File: config.mk
export PLATFORM = sky130hd
export DESIGN_NAME = vga_capture
export DESIGN_NICKNAME = d
export VERILOG_FILES = /design/src/rtl/vga_pkg.sv /design/src/rtl/vga_edge_sampler.sv /design/src/rtl/vga_capture.sv
export SDC_FILE = /design/constraint.sdc
export NUM_CORES = 1
export LEC_CHECK = 0
export CAP_MARGIN = 0
export CORE_MARGIN = 1.5
export CORE_UTILIZATION = 36
export CTS_CLUSTER_DIAMETER = 200
export DETAILED_ROUTE_END_ITERATION = 10
export PLACE_DENSITY = 0.57
export SETUP_SLACK_MARGIN = 0.4
export SLEW_MARGIN = 20
export SYNTH_ARGS = -nofsm -noshare
export SYNTH_HDL_FRONTEND = slang
export SYNTH_HIERARCHICAL = 1
export SYNTH_SLANG_ARGS = --single-unit
File: constraint.sdc
create_clock -name CLOCK_50 -period 2.1 [get_ports CLOCK_50]
set_input_delay 0.42 -clock CLOCK_50 [delete_from_list [all_inputs] [get_ports CLOCK_50]]
set_output_delay 0.42 -clock CLOCK_50 [all_outputs]
set_load 0.03 [all_outputs]
File: src/rtl/vga_pkg.sv
// Shared constants and types for the VGA capture front end.
package vga_pkg;

  // Standard 640x480 @ 60 Hz timing, kept here as the reference frame geometry.
  localparam int H_ACTIVE_STD = 640;
  localparam int V_ACTIVE_STD = 480;
  localparam int H_TOTAL      = 800;
  localparam int V_TOTAL      = 525;
  localparam int H_SYNC_W     = 96;
  localparam int V_SYNC_W     = 2;

  // Both syncs from the driver are active low.
  localparam logic SYNC_ACTIVE = 1'b0;

  // CLOCK_50 cycles without a pixel strobe before the stream is declared lost.
  localparam int LOS_CYCLES = 64;

  typedef enum logic {
    SEARCH,
    SYNCED
  } cap_state_t;

endpackage

File: src/rtl/vga_edge_sampler.sv
// Registers the VGA pins once on CLOCK_50, finds the VGA_CLK falling edge
// and derives sync/blank edge events from the values sampled at that edge.
module vga_edge_sampler
  import vga_pkg::*;
(
  input  logic       CLOCK_50,
  input  logic       reset_n,
  input  logic       i_vga_clk,
  input  logic       i_hs,
  input  logic       i_vs,
  input  logic       i_blank_n,
  input  logic [7:0] i_r,
  input  logic [7:0] i_g,
  input  logic [7:0] i_b,
  output logic       o_strobe,
  output logic       o_vs_fall,
  output logic       o_bl_rise,
  output logic       o_bl_fall,
  output logic       o_blank_n,
  output logic [7:0] o_r,
  output logic [7:0] o_g,
  output logic [7:0] o_b
);

  logic       r_s1_clk;
  logic       r_prev_clk;
  logic       r_s1_hs;
  logic       r_s1_vs;
  logic       r_s1_bl;
  logic [7:0] r_s1_r;
  logic [7:0] r_s1_g;
  logic [7:0] r_s1_b;
  logic       r_last_vs;
  logic       r_last_bl;
  logic       w_hs_unused;

  // Input stage plus the sync/blank values seen at the previous strobe.
  always_ff @(posedge CLOCK_50 or negedge reset_n) begin
    if (!reset_n) begin
      r_s1_clk   <= 1'b0;
      r_prev_clk <= 1'b0;
      r_s1_hs    <= 1'b0;
      r_s1_vs    <= 1'b0;
      r_s1_bl    <= 1'b0;
      r_s1_r     <= '0;
      r_s1_g     <= '0;
      r_s1_b     <= '0;
      // Start "in sync" so a VS already low at reset release is not a fall.
      r_last_vs  <= SYNC_ACTIVE;
      r_last_bl  <= 1'b0;
    end else begin
      // NOTE: non-blocking assignments let every flop sample the pre-edge value of the others.
      r_s1_clk   <= i_vga_clk;
      r_prev_clk <= r_s1_clk;
      r_s1_hs    <= i_hs;
      r_s1_vs    <= i_vs;
      r_s1_bl    <= i_blank_n;
      r_s1_r     <= i_r;
      r_s1_g     <= i_g;
      r_s1_b     <= i_b;
      if (o_strobe) begin
        r_last_vs <= r_s1_vs;
        r_last_bl <= r_s1_bl;
      end
    end
  end

  // Falling VGA_CLK lands mid-period, when the driver's data is stable.
  assign o_strobe  = r_prev_clk & ~r_s1_clk;
  assign o_vs_fall = o_strobe & (r_last_vs != SYNC_ACTIVE) & (r_s1_vs == SYNC_ACTIVE);
  assign o_bl_rise = o_strobe & ~r_last_bl &  r_s1_bl;
  assign o_bl_fall = o_strobe &  r_last_bl & ~r_s1_bl;
  assign o_blank_n = r_s1_bl;
  assign o_r       = r_s1_r;
  assign o_g       = r_s1_g;
  assign o_b       = r_s1_b;

  // HS is sampled alongside the other pins; line framing comes from BLANK_N.
  assign w_hs_unused = r_s1_hs;

endmodule

File: src/rtl/vga_capture.sv
// Recovers a pixel stream with x/y coordinates from the VGA bus and
// verifies line/frame geometry before declaring the stream locked.
module vga_capture
  import vga_pkg::*;
#(
  parameter int H_ACTIVE    = 640,
  parameter int V_ACTIVE    = 480,
  parameter int LOCK_FRAMES = 2
) (
  input  logic       CLOCK_50,
  input  logic       reset_n,
  input  logic       VGA_CLK,
  input  logic       VGA_HS,
  input  logic       VGA_VS,
  input  logic       VGA_BLANK_N,
  input  logic [7:0] VGA_R,
  input  logic [7:0] VGA_G,
  input  logic [7:0] VGA_B,
  input  logic       clear_err,
  output logic [9:0] x,
  output logic [8:0] y,
  output logic [7:0] r,
  output logic [7:0] g,
  output logic [7:0] b,
  output logic       pixel_valid,
  output logic       frame_start,
  output logic       line_end,
  output logic       locked,
  output logic       h_err,
  output logic       v_err
);

  localparam logic [9:0] H_CMP    = 10'(H_ACTIVE);
  localparam logic [8:0] V_CMP    = 9'(V_ACTIVE);
  localparam logic [3:0] LOCK_CMP = 4'(LOCK_FRAMES);
  localparam logic [5:0] LOS_LAST = 6'(LOS_CYCLES - 1);

  logic       w_strobe, w_vs_fall, w_bl_rise, w_bl_fall, w_blank_n;
  logic [7:0] w_r, w_g, w_b;

  cap_state_t r_state, w_state_nx;
  logic [9:0] r_x_cnt, w_x_nx;
  logic [8:0] r_line_cnt, w_line_nx;
  logic       r_frame_good, w_fg_nx;
  logic [3:0] r_good_cnt, w_good_nx;
  logic       r_pix_en, w_pix_en_nx;
  logic [5:0] r_idle_cnt, w_idle_nx;
  logic       w_locked_nx, w_h_set, w_v_set, w_pv, w_fs, w_le;
  logic [9:0] w_x_out;
  logic [8:0] w_y_out;
  logic [7:0] w_r_out, w_g_out, w_b_out;

  vga_edge_sampler u_sampler (
    .CLOCK_50  (CLOCK_50),
    .reset_n   (reset_n),
    .i_vga_clk (VGA_CLK),
    .i_hs      (VGA_HS),
    .i_vs      (VGA_VS),
    .i_blank_n (VGA_BLANK_N),
    .i_r       (VGA_R),
    .i_g       (VGA_G),
    .i_b       (VGA_B),
    .o_strobe  (w_strobe),
    .o_vs_fall (w_vs_fall),
    .o_bl_rise (w_bl_rise),
    .o_bl_fall (w_bl_fall),
    .o_blank_n (w_blank_n),
    .o_r       (w_r),
    .o_g       (w_g),
    .o_b       (w_b)
  );

  // Next-state, counters and output decisions; only strobes or signal loss move state.
  always_comb begin
    // NOTE: everything gets a default before any branch so no path infers a latch.
    w_state_nx  = r_state;
    w_x_nx      = r_x_cnt;
    w_line_nx   = r_line_cnt;
    w_fg_nx     = r_frame_good;
    w_good_nx   = r_good_cnt;
    w_pix_en_nx = r_pix_en;
    w_idle_nx   = r_idle_cnt + 6'd1;
    w_locked_nx = locked;
    w_h_set     = 1'b0;
    w_v_set     = 1'b0;
    w_pv        = 1'b0;
    w_fs        = 1'b0;
    w_le        = 1'b0;
    w_x_out     = x;
    w_y_out     = y;
    w_r_out     = r;
    w_g_out     = g;
    w_b_out     = b;

    if (w_strobe) begin
      w_idle_nx = '0;
      if (r_state == SEARCH) begin
        if (w_vs_fall) begin
          w_state_nx  = SYNCED;
          w_x_nx      = '0;
          w_line_nx   = '0;
          w_fg_nx     = 1'b1;
          // A line already in progress at entry is skipped until BLANK_N rises.
          w_pix_en_nx = 1'b0;
        end
      end else begin
        // A VS fall with BLANK_N still high closes the line as a truncated one.
        if (r_pix_en && (w_bl_fall || (w_vs_fall && w_blank_n))) begin
          w_le = 1'b1;
          if (r_x_cnt != H_CMP) begin
            w_h_set     = 1'b1;
            w_fg_nx     = 1'b0;
            w_locked_nx = 1'b0;
          end
          w_x_nx = '0;
          if (r_line_cnt != '1) w_line_nx = r_line_cnt + 9'd1;
        end
        if (w_vs_fall) begin
          if (w_line_nx != V_CMP) begin
            w_v_set = 1'b1;
            w_fg_nx = 1'b0;
          end
          if (w_fg_nx) begin
            if (r_good_cnt < LOCK_CMP) w_good_nx = r_good_cnt + 4'd1;
            if (w_good_nx == LOCK_CMP) w_locked_nx = 1'b1;
          end else begin
            w_good_nx   = '0;
            w_locked_nx = 1'b0;
          end
          w_line_nx = '0;
          w_x_nx    = '0;
          w_fg_nx   = 1'b1;
        end else if (w_blank_n && (r_pix_en || w_bl_rise)) begin
          w_pix_en_nx = 1'b1;
          w_pv        = 1'b1;
          w_fs        = (r_x_cnt == '0) && (r_line_cnt == '0);
          w_x_out     = r_x_cnt;
          w_y_out     = r_line_cnt;
          w_r_out     = w_r;
          w_g_out     = w_g;
          w_b_out     = w_b;
          if (r_x_cnt != '1) w_x_nx = r_x_cnt + 10'd1;
        end
      end
    end else if (r_idle_cnt == LOS_LAST) begin
      // VGA_CLK has stopped: drop back and require fresh good frames.
      w_state_nx  = SEARCH;
      w_locked_nx = 1'b0;
      w_good_nx   = '0;
      w_fg_nx     = 1'b0;
    end
  end

  // State, counters and registered outputs; pulses fall back to 0 on non-strobe cycles.
  always_ff @(posedge CLOCK_50 or negedge reset_n) begin
    if (!reset_n) begin
      r_state      <= SEARCH;
      r_x_cnt      <= '0;
      r_line_cnt   <= '0;
      r_frame_good <= 1'b0;
      r_good_cnt   <= '0;
      r_pix_en     <= 1'b0;
      r_idle_cnt   <= '0;
      x            <= '0;
      y            <= '0;
      r            <= '0;
      g            <= '0;
      b            <= '0;
      pixel_valid  <= 1'b0;
      frame_start  <= 1'b0;
      line_end     <= 1'b0;
      locked       <= 1'b0;
      h_err        <= 1'b0;
      v_err        <= 1'b0;
    end else begin
      r_state      <= w_state_nx;
      r_x_cnt      <= w_x_nx;
      r_line_cnt   <= w_line_nx;
      r_frame_good <= w_fg_nx;
      r_good_cnt   <= w_good_nx;
      r_pix_en     <= w_pix_en_nx;
      r_idle_cnt   <= w_idle_nx;
      x            <= w_x_out;
      y            <= w_y_out;
      r            <= w_r_out;
      g            <= w_g_out;
      b            <= w_b_out;
      pixel_valid  <= w_pv;
      frame_start  <= w_fs;
      line_end     <= w_le;
      locked       <= w_locked_nx;
      // A new error beats a simultaneous clear.
      h_err        <= w_h_set | (h_err & ~clear_err);
      v_err        <= w_v_set | (v_err & ~clear_err);
    end
  end

endmodule
# After elaboration in Yosys (flattened, before gate mapping)
# Cells that the tools add are included.
[totals]
ff_bits = 111
input_bits = 31
out_inout_bits = 49
elab_cells = 144
[op_classes]
add_sub_neg = 4
magnitude_cmp = 1
n_eq_ne = 10
muxes = 68
bitwise_logic = 17
n_reduce_logical = 17
[ops]
columns = ["op", "count"]
rows = [
  ["2-to-1 mux 9 bit", 7],
  ["2-to-1 mux 10 bit", 6],
  ["2-to-1 mux 1 bit", 44],
  ["2-to-1 mux 4 bit", 10],
  ["inequality test 10 bit, second input constant", 2],
  ["inequality test 9 bit, second input constant", 2],
  ["adder 10 x 1 -> 10 bit, second input constant", 1],
  ["zero test 10 bit", 1],
  ["adder 9 x 1 -> 9 bit, second input constant", 1],
  ["AND 1 bit", 9],
  ["zero test 9 bit", 1],
  ["AND reduction 4 bit", 2],
  ["adder 6 x 1 -> 6 bit, second input constant", 1],
  ["equality test 6 bit, second input constant", 1],
  ["2-to-1 mux 6 bit", 1],
  ["inequality test 2 bit, second input constant", 3],
  ["NOT 1 bit", 6],
  ["AND reduction 2 bit", 3],
  ["nonzero test 2 bit", 3],
  ["adder 4 x 1 -> 4 bit, second input constant", 1],
  ["equality test 4 x 2 -> 1 bit, second input constant", 1],
  ["logical AND 1 bit", 4],
  ["less-than comparator 4 x 2 -> 1 bit, second input constant", 1],
  ["inequality test 3 bit, second input constant", 1],
  ["other kinds (3)", 5],
]

# Depth between registers and ports, before layout
# Gate-level depths: netlist (run 1).
[logic_depth]
ltp_word = 25
mapped_depth = 10
depth_no_buf = 8

# Hierarchy
# Netlist (run 1), hierarchy kept.
[modules_own_cells]
columns = ["mod", "n_inst", "cells_each", "area_each_um2", "seq_area_each_um2"]
rows = [
  ["vga_capture", 1, 356, 3887.5, 2026.9],
  ["vga_edge_sampler", 1, 37, 820.8, 750.7],
]

# Worst setup path before layout (run 1)
# No wires, ideal clock.
[synth_timing]
path_kind = "register to register"
start = "reg u_sampler.r_s1_clk"
end = "reg r_good_cnt[1]"
setup_ps = 77
arrival_time_ps = 2060
required_ps = 2023
slack_ps = -37
path_stages_with_launch = 10
path_buffers = 1
synth_period_minus_slack_ps = 2137
cell_sequence = "dfrtp_1 -> nand2b_4 -> nor3b_1 -> buf_4 -> a21o_4 -> nand2_4 -> or2_4 -> a2111oi_4 -> nand4_2 -> a21oi_1"
[synth_via]
elab_chain_cells = 19
word_cells_on_any_way = 26
classes_between = "3 x eq/ne; 12 x mux; 6 x bitwise; 5 x reduce/logical"
[synth_rtl]
columns = ["element", "line", "text"]
rows = [
  ["start: declaration", "vga_edge_sampler.sv:25", "logic r_s1_clk;"],
  ["start signal: assignment", "vga_edge_sampler.sv:53", "r_s1_clk <= i_vga_clk;"],
  ["NOT 1 bit *", "vga_edge_sampler.sv:69", "assign o_strobe = r_prev_clk & ~r_s1_clk;"],
  ["AND 1 bit *", "vga_edge_sampler.sv:69", ""],
  ["AND 1 bit * (2 in a row)", "vga_edge_sampler.sv:70", "assign o_vs_fall = o_strobe & (r_last_vs != SYNC_ACTIVE) & (r_s1_vs == SYNC_ACTIVE);"],
  ["net w_vs_fall", "vga_capture.sv:38", "logic w_strobe, w_vs_fall, w_bl_rise, w_bl_fall, w_blank_n;"],
  ["logical AND 1 bit", "vga_capture.sv:108", "if (r_pix_en && (w_bl_fall || (w_vs_fall && w_blank_n))) begin"],
  ["logical OR 1 bit", "vga_capture.sv:108", ""],
  ["logical AND 1 bit", "vga_capture.sv:108", ""],
  ["2-to-1 mux 9 bit", "vga_capture.sv:108", ""],
  ["[3 not listed]", "n/a", ""],
  ["2-to-1 mux 1 bit", "vga_capture.sv:119", "if (w_line_nx != V_CMP) begin"],
  ["2-to-1 mux 1 bit", "vga_capture.sv:118", "if (w_vs_fall) begin"],
  ["2-to-1 mux 1 bit", "vga_capture.sv:97", "if (r_state == SEARCH) begin"],
  ["2-to-1 mux 1 bit", "vga_capture.sv:95", "if (w_strobe) begin"],
  ["2-to-1 mux 4 bit", "vga_capture.sv:123", "if (w_fg_nx) begin"],
  ["2-to-1 mux 4 bit", "vga_capture.sv:118", ""],
  ["2-to-1 mux 4 bit", "vga_capture.sv:97", ""],
  ["2-to-1 mux 4 bit", "vga_capture.sv:95", ""],
  ["end signal: assignment", "vga_capture.sv:180", "r_good_cnt <= w_good_nx;"],
  ["end: declaration", "vga_capture.sv:45", "logic [3:0] r_good_cnt, w_good_nx;"],
]
# Mark *: on every way through the listed nets, which the timed path passes. The rest lies on a longest branch. The select of a mux whose other input is x is not followed.
# A chain may end at the register's enable or synchronous reset.

# Worst setup path after layout (run 1)
[layout_timing]
start = "reg u_sampler.r_s1_clk"
end = "reg r_good_cnt[3]"
# Same word-level chain as after synthesis.

==> impl_results.md, run 1 <==
* Run status: finished clean
* HP Class: input port to async pin
* Maxcap violations at 0
* Cell variety after synth at 61
* Max FO, Critical Path at 4
* Area of the multi-input gates at 2220 um^2
* Largest net degree at the start of global routing at 49
* First-pass GRT wire length at 18,900 um
* Hold buffers post-CTS at 0
* Mapped cell area at 4710 um^2
* Chip width at 117 um
* Syn-to-layout area delta at 49.1%
* Fin util at 55.4%
* Max-slew headroom at 63.7%
* Total power at 6.37 mW
* Tmin final at 2.07 ns
* Max Freq at 482 MHz
* # IOs at 80
* DP Cell Count at 651
* Synth Register Bits at 111
* Area leader, netlist: dfrtp_1
* Vias post-DR at 3,589
* Worst Tran Pin Value at 0.538 ns
* Placed Area at 5850 um^2
* Clk slew on worst S/H paths at 0.08 ns
* Slew Viols, Final at 0
* Average size of a mapped cell at 12.0 um^2
* Total grt overflow at 0
* Drc violations at 0
* CTS root buffer: clkbuf_16
* Peak VDD IR at 541 uV
* Post-synth EDFFs at 0
* GRT Total Usage at 17.4%
* RSZ-0062 raised after global routing: yes
* Asr flop ratio synth at 100%
* CP Launch Type: flip-flop
* GP Congestion at 0.819
* Row cnt at 41
* Yosys top cell area share at 59.0%
* Die Y-Extent at 117 um
* Top FF cell, synth: dfrtp_1
* Largest cells by area after synthesis: dfrtp_1, mux2_2, o21ai_0, nand2_1, nor2_1
* Vias in the first global route at 3,597
* CTS buffer count at 9
* Iteration-0 DRC Markers at 264
* TritonCTS clock tree: done
* Fin cells at 701
* Port-buffer cells at 78
* Clock latency on the worst-skew pair at 0.36 ns
* Inserted Diodes at 0
* Initial antenna violation count at 0
* Longest Clk Path Bufs at 2
* Fill count at 1,110
* Initial Util at 37.2%
* Warnings from Yosys at 6
* Leak pwr at 3.29 nW
* CP Class: flip-flop to flip-flop
* H-tree depth at 3
* Setup TNS at 0 ns
* WP data arrival at 2.36 ns
* P per Cell Area at 907 nW/um^2
* Post-Synthesis Cells at 393
* Design area at 7020 um^2
* Part of the Yosys area used for sequential elements at 59.0%
* Critical Path End Type: flip-flop
* Final layout net count at 561
* Clock Skew at 0.00699 ns
* Core area at 12,700 um^2
* Final worst slack at 0.0273 ns
* Syn nets at 430
* DP HPWL at 7150 um
* Routed Antenna Nets at 0
* Share of post-route cells with drive strength above 1 at 36.1%
* Die area at 13,800 um^2
* DRT Pass-1 Iters at 4
* DR WL/cell at 16.9 um
* Hold WS at 0.0234 ns
* Hold Fails Final Rpt at 0
* DP Worst Slack at -0.0136 ns
* Final Cycle Share at 98.7%
* Post-DR vias/cell at 5.12
* Sequential Area at 2780 um^2
* CP required at 2.39 ns
* Total routed wirelength at 11,900 um
* Final setup fails at 0
* # clock sinks at 111
-- where the power goes --
group / switching (mW) / total, mW / internal (mW)
logic: 0.953 / 1.79 / 0.834
registers: 0.204 / 2.64 / 2.44
clock network: 0.860 / 1.94 / 1.08
total: 2.02 / 6.37 / 4.35
-- per-layer routing --
metal  routed length (um)  track usage, %
met5                    0               0
met4                  257            6.87
met3                  576            4.96
met2                 5520            27.3
met1                 5510            22.8
-- state kept, by name (all words and copies together), names as in the netlist, 4 cells and up --
| name | flops |
|---|---|
| y | 9 |
| b | 8 |
| r_line_cnt | 9 |
| r_idle_cnt | 6 |
| u_sampler/o_b | 8 |
| g | 8 |
| x | 10 |
| u_sampler/o_g | 8 |
| r | 8 |
| r_x_cnt | 10 |
| u_sampler/o_r | 8 |
| r_good_cnt | 4 |
-- final cells by class --
cell class	instances	area share (%)
Multi-Input combinational cell	249	31.7
Tap cell	172	3.07
Inverter	13	0.873
Clock inverter	7	1.59
Clock buffer	9	3.21
Sequential cell	111	39.6
Timing Repair Buffer	140	19.9
-- cells in the final DEF, fill, tap and decap left out, types with 7 or more instances in the layout --
cell,n
buf_6,14
o21ai_1,15
a22o_1,9
buf_4,38
clkdlybuf4s50_1,28
nand4_1,7
inv_1,10
nand3_1,9
dfrtp_1,107
o21ai_2,11
clkbuf_16,9
nor2_1,20
a21oi_1,8
nand2_1,18
o21ai_0,8
dlygate4sd2_1,49
nand2_2,7
mux2_4,38
-- repair_timing --
item                                    in CTS  in global routing
endpoints found under the setup margin     118                 71
buffers inserted                            20                  7
pin swaps                                   20                 13
gates resized for setup                    119                 83
gates cloned                                 7                  0
-- cell usage after synthesis, types with 6 or more instances --
cell type and number:
a31oi_1 6, o21ai_0 33, ha_1 6, nand3_1 11, dfrtp_1 111, nor2_1 23
nand4_1 7, mux2_2 36, nand2_1 26, a22o_1 9, a21oi_1 11, inv_1 12
buf_2 11
-- final timing paths --
path                       cells after the start                    to          startpoint  slack [ns]
min reg2reg                                    0  u_sampler/r_prev_clk  u_sampler/r_s1_clk        0.38
min                                            1                  b[6]             reset_n        0.02
max reg2reg                                    8         r_good_cnt[3]  u_sampler/r_s1_clk        0.03
max                                            8         r_good_cnt[3]  u_sampler/r_s1_clk        0.03
max in group asynchronous                      2            r_x_cnt[9]             reset_n        1.43
min in group CLOCK_50                          0  u_sampler/r_prev_clk  u_sampler/r_s1_clk        0.38
-- logic make-up (layout without fill, tap and decap cells) --
family / Yosys count / in the layout / synth area share, %
xor gates and xnor gates: 4 / 4 / 0.744
AOI/OAI and AO/OA: 93 / 93 / 13.4
adders and majority gates: 6 / 6 / 1.59
buffers and inverters: 34 / 169 / 3.56
muxes: 42 / 42 / 10.1
and+or+nand+nor: 103 / 104 / 11.6
DFF: 111 / 111 / 59.0
-- critical path, cell delays in order, from the launching register on --
cell and delay [ns]:
dfrtp_1 0.38, nand2b_4 0.16, nor3b_4 0.21, a21o_4 0.19, nand2_4 0.07, or2_4 0.25, a2111oi_4 0.36, nand4_2 0.21
a21boi_1 0.18
(Power assumes the default switching activity.)
==> inputs of run 2 (changes only) <==
--- a/constraint.sdc
+++ b/constraint.sdc
@@ -3,2 +3,2 @@
 set_output_delay 0.42 -clock CLOCK_50 [all_outputs]
-set_load 0.03 [all_outputs]
+set_load 0.05 [all_outputs]
==> impl_results.md, run 2 (same netlist as run 1, synthesis figures left out) <==
* Total grt overflow at 0
* Clk slew on worst S/H paths at 0.08 ns
* Most frequent cells in the layout: dfrtp_1, mux2_4, buf_4
* Commonest non-fill, non-tap cell in the layout: dfrtp_1
* Worst Tran Pin Value at 0.534 ns
* Row cnt at 41
* HP Class: input port to async pin
* Crit path cell chain: nand2b_4 > nor3b_4 > a21o_4 > nand2_4 > or2_4 > a2111oi_4 > buf_4 > a31oi_1 > nor2_1
* # clock sinks at 111
* Maxcap violations at 0
* Hold WS at 0.0229 ns
* DP Cell Count at 651
* CTS buffer count at 9
* Peak VDD IR at 544 uV
* DRT Pass-1 Iters at 4
* Die Y-Extent at 117 um
* DP HPWL at 7150 um
* # IOs at 80
* Leak pwr at 3.19 nW
* Largest net degree at the start of global routing at 49
* Max FO, Critical Path at 4
* Die area at 13,800 um^2
* CP Launch Type: flip-flop
* Final layout net count at 561
* Vias post-DR at 3,590
* Clock latency on the worst-skew pair at 0.36 ns
* CTS root buffer: clkbuf_16
* Share of post-route cells with drive strength above 1 at 38.2%
* Peak per-stage delay on the critical path at 0.38 ns
* Port-buffer cells at 78
* CP Class: flip-flop to flip-flop
* Design area at 7010 um^2
* Vias in the first global route at 3,597
* Top flop regs: r_x_cnt (10), x (10)
* Final worst slack at 0.0283 ns
* GRT Total Usage at 17.4%
* Fin util at 55.3%
* Total routed wirelength at 11,900 um
* WP data arrival at 2.37 ns
* Final setup fails at 0
* GP Congestion at 0.819
* Area of the multi-input gates at 2220 um^2
* Final Cycle Share at 98.7%
* First-pass GRT wire length at 18,900 um
* Fin cells at 701
* Routed Antenna Nets at 0
* Sequential Area at 2780 um^2
* TritonCTS clock tree: done
* Max-slew headroom at 64.0%
* Critical-path top delay cell: dfrtp_1
* Chip width at 117 um
* Hold Fails Final Rpt at 0
* P per Cell Area at 958 nW/um^2
* Syn-to-layout area delta at 49.0%
* DP Worst Slack at -0.0136 ns
* DR WL/cell at 16.9 um
* Critical Path End Type: flip-flop
* Iteration-0 DRC Markers at 273
* Core area at 12,700 um^2
* Max Freq at 483 MHz
* Placed Area at 5850 um^2
* Hold buffers post-CTS at 0
* RSZ-0062 raised after global routing: yes
* Tmin final at 2.07 ns
* Fill count at 1,097
* CP required at 2.39 ns
* Longest Clk Path Bufs at 2
* Slew Viols, Final at 0
* Inserted Diodes at 0
* Post-DR vias/cell at 5.12
* Initial Util at 37.2%
* H-tree depth at 3
* Clock Skew at 0.00688 ns
* Initial antenna violation count at 0
* Setup TNS at 0 ns
* Total power at 6.72 mW
* Run status: finished clean
* Drc violations at 0
[run 2: cell count changes in the layout (fill, tap and decap cells not counted), sizes merged]
cell,delta
clkbuf,+11
dlygate4sd2,-38
clkdlybuf4s15,+27
[run 2: layout make-up]
class	count	share of cell area (%)
clock inverters	7	1.59
flip-flops and latches	111	39.7
inverters	13	0.874
repair buffers	140	19.9
well taps	172	3.07
clock buffers	9	3.21
multi-input cells	249	31.7
[run 2: layer usage]
| layer | GRT usage [%] | share of wire (%) |
|---|---|---|
| met1 | 22.8 | 46 |
| met5 | 0 | 0 |
| met2 | 27.3 | 47 |
| met3 | 4.96 | 5.3 |
| met4 | 6.87 | 2.2 |
[run 2: power breakdown]
group	internal, mW	leakage (nW)	switching [mW]
Sequential	2.44	1.42	0.212
Clock	1.08	0.166	0.857
Combinational	0.854	1.61	1.28
[run 2: final timing paths]
path                                     from                    to  slack, ns  cells past startpoint
max                        u_sampler/r_s1_clk                locked       0.03                      9
min                                   reset_n                  b[6]       0.02                      1
max reg2reg                u_sampler/r_s1_clk                locked       0.03                      9
min reg2reg                u_sampler/r_s1_clk  u_sampler/r_prev_clk       0.38                      0
max in group asynchronous             reset_n                 v_err       1.43                      2
min in group CLOCK_50      u_sampler/r_s1_clk  u_sampler/r_prev_clk       0.38                      0
[run 2: timing repair]
| action | 4_1_cts | 5_1_grt |
|---|---|---|
| cloned | 7 | 0 |
| buffers inserted | 20 | 7 |
| gates resized for setup | 127 | 124 |
| pin swaps | 20 | 13 |
| setup endpoints to repair | 118 | 103 |
[run 2: worst max-delay path: cells and delay by family (launching register included)]
kind,cells,cell delay (ns)
compound gates,3,0.65
buf+inv,1,0.18
flops,1,0.38
simple gates,5,0.80
==> inputs of run 3 (changes only) <==
- CORE_ASPECT_RATIO: unset -> 0.9
==> impl_results.md, run 3 (same netlist as run 1, synthesis figures left out) <==
* H-tree depth at 3
* Fin cells at 688
* Inserted Diodes at 0
* First-pass GRT wire length at 18,800 um
* Die Y-Extent at 111 um
* Setup slack, reg-to-reg at 0.02 ns
* Initial antenna violation count at 0
* Fin util at 53.3%
* P per Cell Area at 937 nW/um^2
* Peak per-stage delay on the critical path at 0.41 ns
* WP data arrival at 2.32 ns
* DP Cell Count at 641
* Run status: finished clean
* Max Freq at 482 MHz
* Clk slew on worst S/H paths at 0.07 ns
* # clock sinks at 111
* Final worst slack at 0.0245 ns
* Initial Util at 37.0%
* DRT Pass-1 Iters at 4
* Largest net degree at the start of global routing at 52
* Vias post-DR at 3,516
* Commonest non-fill, non-tap cell in the layout: dfrtp_1
* Final setup fails at 0
* CP Launch Type: flip-flop
* Die area at 13,800 um^2
* Post-DR vias/cell at 5.11
* Share of post-route cells with drive strength above 1 at 33.6%
* Leak pwr at 3.10 nW
* # IOs at 80
* Max-slew headroom at 65.7%
* Clock latency on the worst-skew pair at 0.35 ns
* Core area at 12,700 um^2
* CTS buffer count at 9
* Row cnt at 39
* Final Cycle Share at 98.8%
* GP Congestion at 0.889
* Critical-path top delay cell: dfrtp_1
* Design area at 6780 um^2
* Setup TNS at 0 ns
* Placed Area at 5850 um^2
* Max FO, Critical Path at 7
* Hold Fails Final Rpt at 0
* Total grt overflow at 0
* Longest Clk Path Bufs at 2
* CTS root buffer: clkbuf_16
* Crit path cell chain: ha_4 > nand4_1 > o211a_4 > mux2i_4 > a2111oi_4 > buf_4 > a21o_2 > o21ai_1
* DR WL/cell at 16.4 um
* CP required at 2.35 ns
* Hold WS at 0.384 ns
* Slew Viols, Final at 0
* Worst Tran Pin Value at 0.517 ns
* Clock Skew at 0.00783 ns
* Chip width at 124 um
* Critical Path End Type: flip-flop
* Syn-to-layout area delta at 44.1%
* DP HPWL at 6950 um
* RSZ-0062 raised after global routing: yes
* Final layout net count at 556
* HP Class: flip-flop to flip-flop
* CP Class: flip-flop to flip-flop
* Port-buffer cells at 78
* TritonCTS clock tree: done
* Total routed wirelength at 11,300 um
* Routed Antenna Nets at 0
* Fill count at 1,108
* Maxcap violations at 0
* Drc violations at 0
* Iteration-0 DRC Markers at 166
* Tmin final at 2.08 ns
* GRT Total Usage at 17.7%
* Total power at 6.36 mW
* Peak VDD IR at 676 uV
* DP Worst Slack at 0.0145 ns
* Vias in the first global route at 3,549
* Top flop regs: r_x_cnt (10), x (10)
* Most frequent cells in the layout: dfrtp_1, buf_4, dlygate4sd2_1
==> run 3: layer usage <==
metal  vias up  global-route usage (%)  routed length (um)
met5         -                       0                   0
met4         0                    4.06                  95
met3        10                    4.46                 400
met2        70                    27.7                5640
met1      1772                    24.8                5160
li1       1664                       -                   -
==> run 3: layout make-up <==
class | instances | area [um^2] | area share, %
Clock buffer | 10 | 239 | 3.52
Clock inverter | 6 | 67.6 | 0.996
Inverter | 13 | 56.3 | 0.830
Multi-Input combinational cell | 249 | 2070 | 30.5
Sequential cell | 111 | 2780 | 41.0
Tap cell | 164 | 205 | 3.03
Timing Repair Buffer | 135 | 1360 | 20.1
==> run 3: timing repair <==
item | 4_1_cts | 5_1_grt
hold buffers | 1 | 0
buffers inserted | 19 | 4
endpoints found under the hold margin | 23 | 0
pin swaps | 30 | 9
endpoints found under the setup margin | 112 | 87
cloned | 7 | 0
gates resized for setup | 129 | 44
==> run 3: worst paths after layout <==
kind	to	depth (start not counted)	start
worst min register to register	u_sampler/r_prev_clk	0	u_sampler/r_s1_clk
worst min-delay path	u_sampler/r_prev_clk	0	u_sampler/r_s1_clk
max in group asynchronous	r_line_cnt[3]	3	reset_n
worst max register to register	v_err	8	r_line_cnt[0]
worst max-delay path	v_err	8	r_line_cnt[0]
min in group asynchronous	u_sampler/r_prev_clk	2	reset_n
==> run 3: worst max-delay path, delay by kind of cell, from the launching register on <==
family,cells,cell delay [ns]
AO/OA/AOI/OAI,4,0.82
buffers and inverters,1,0.18
adder cells (fa/ha/maj),1,0.20
flip-flops,1,0.41
multiplexers,1,0.20
AND/OR/NAND/NOR,1,0.16
==> run 3: where the power goes <==
group,switching [mW],internal [mW],total [mW]
sequential,0.191,2.44,2.63
clock,0.797,0.965,1.76
combinational,1.24,0.728,1.97
total,2.23,4.13,6.36
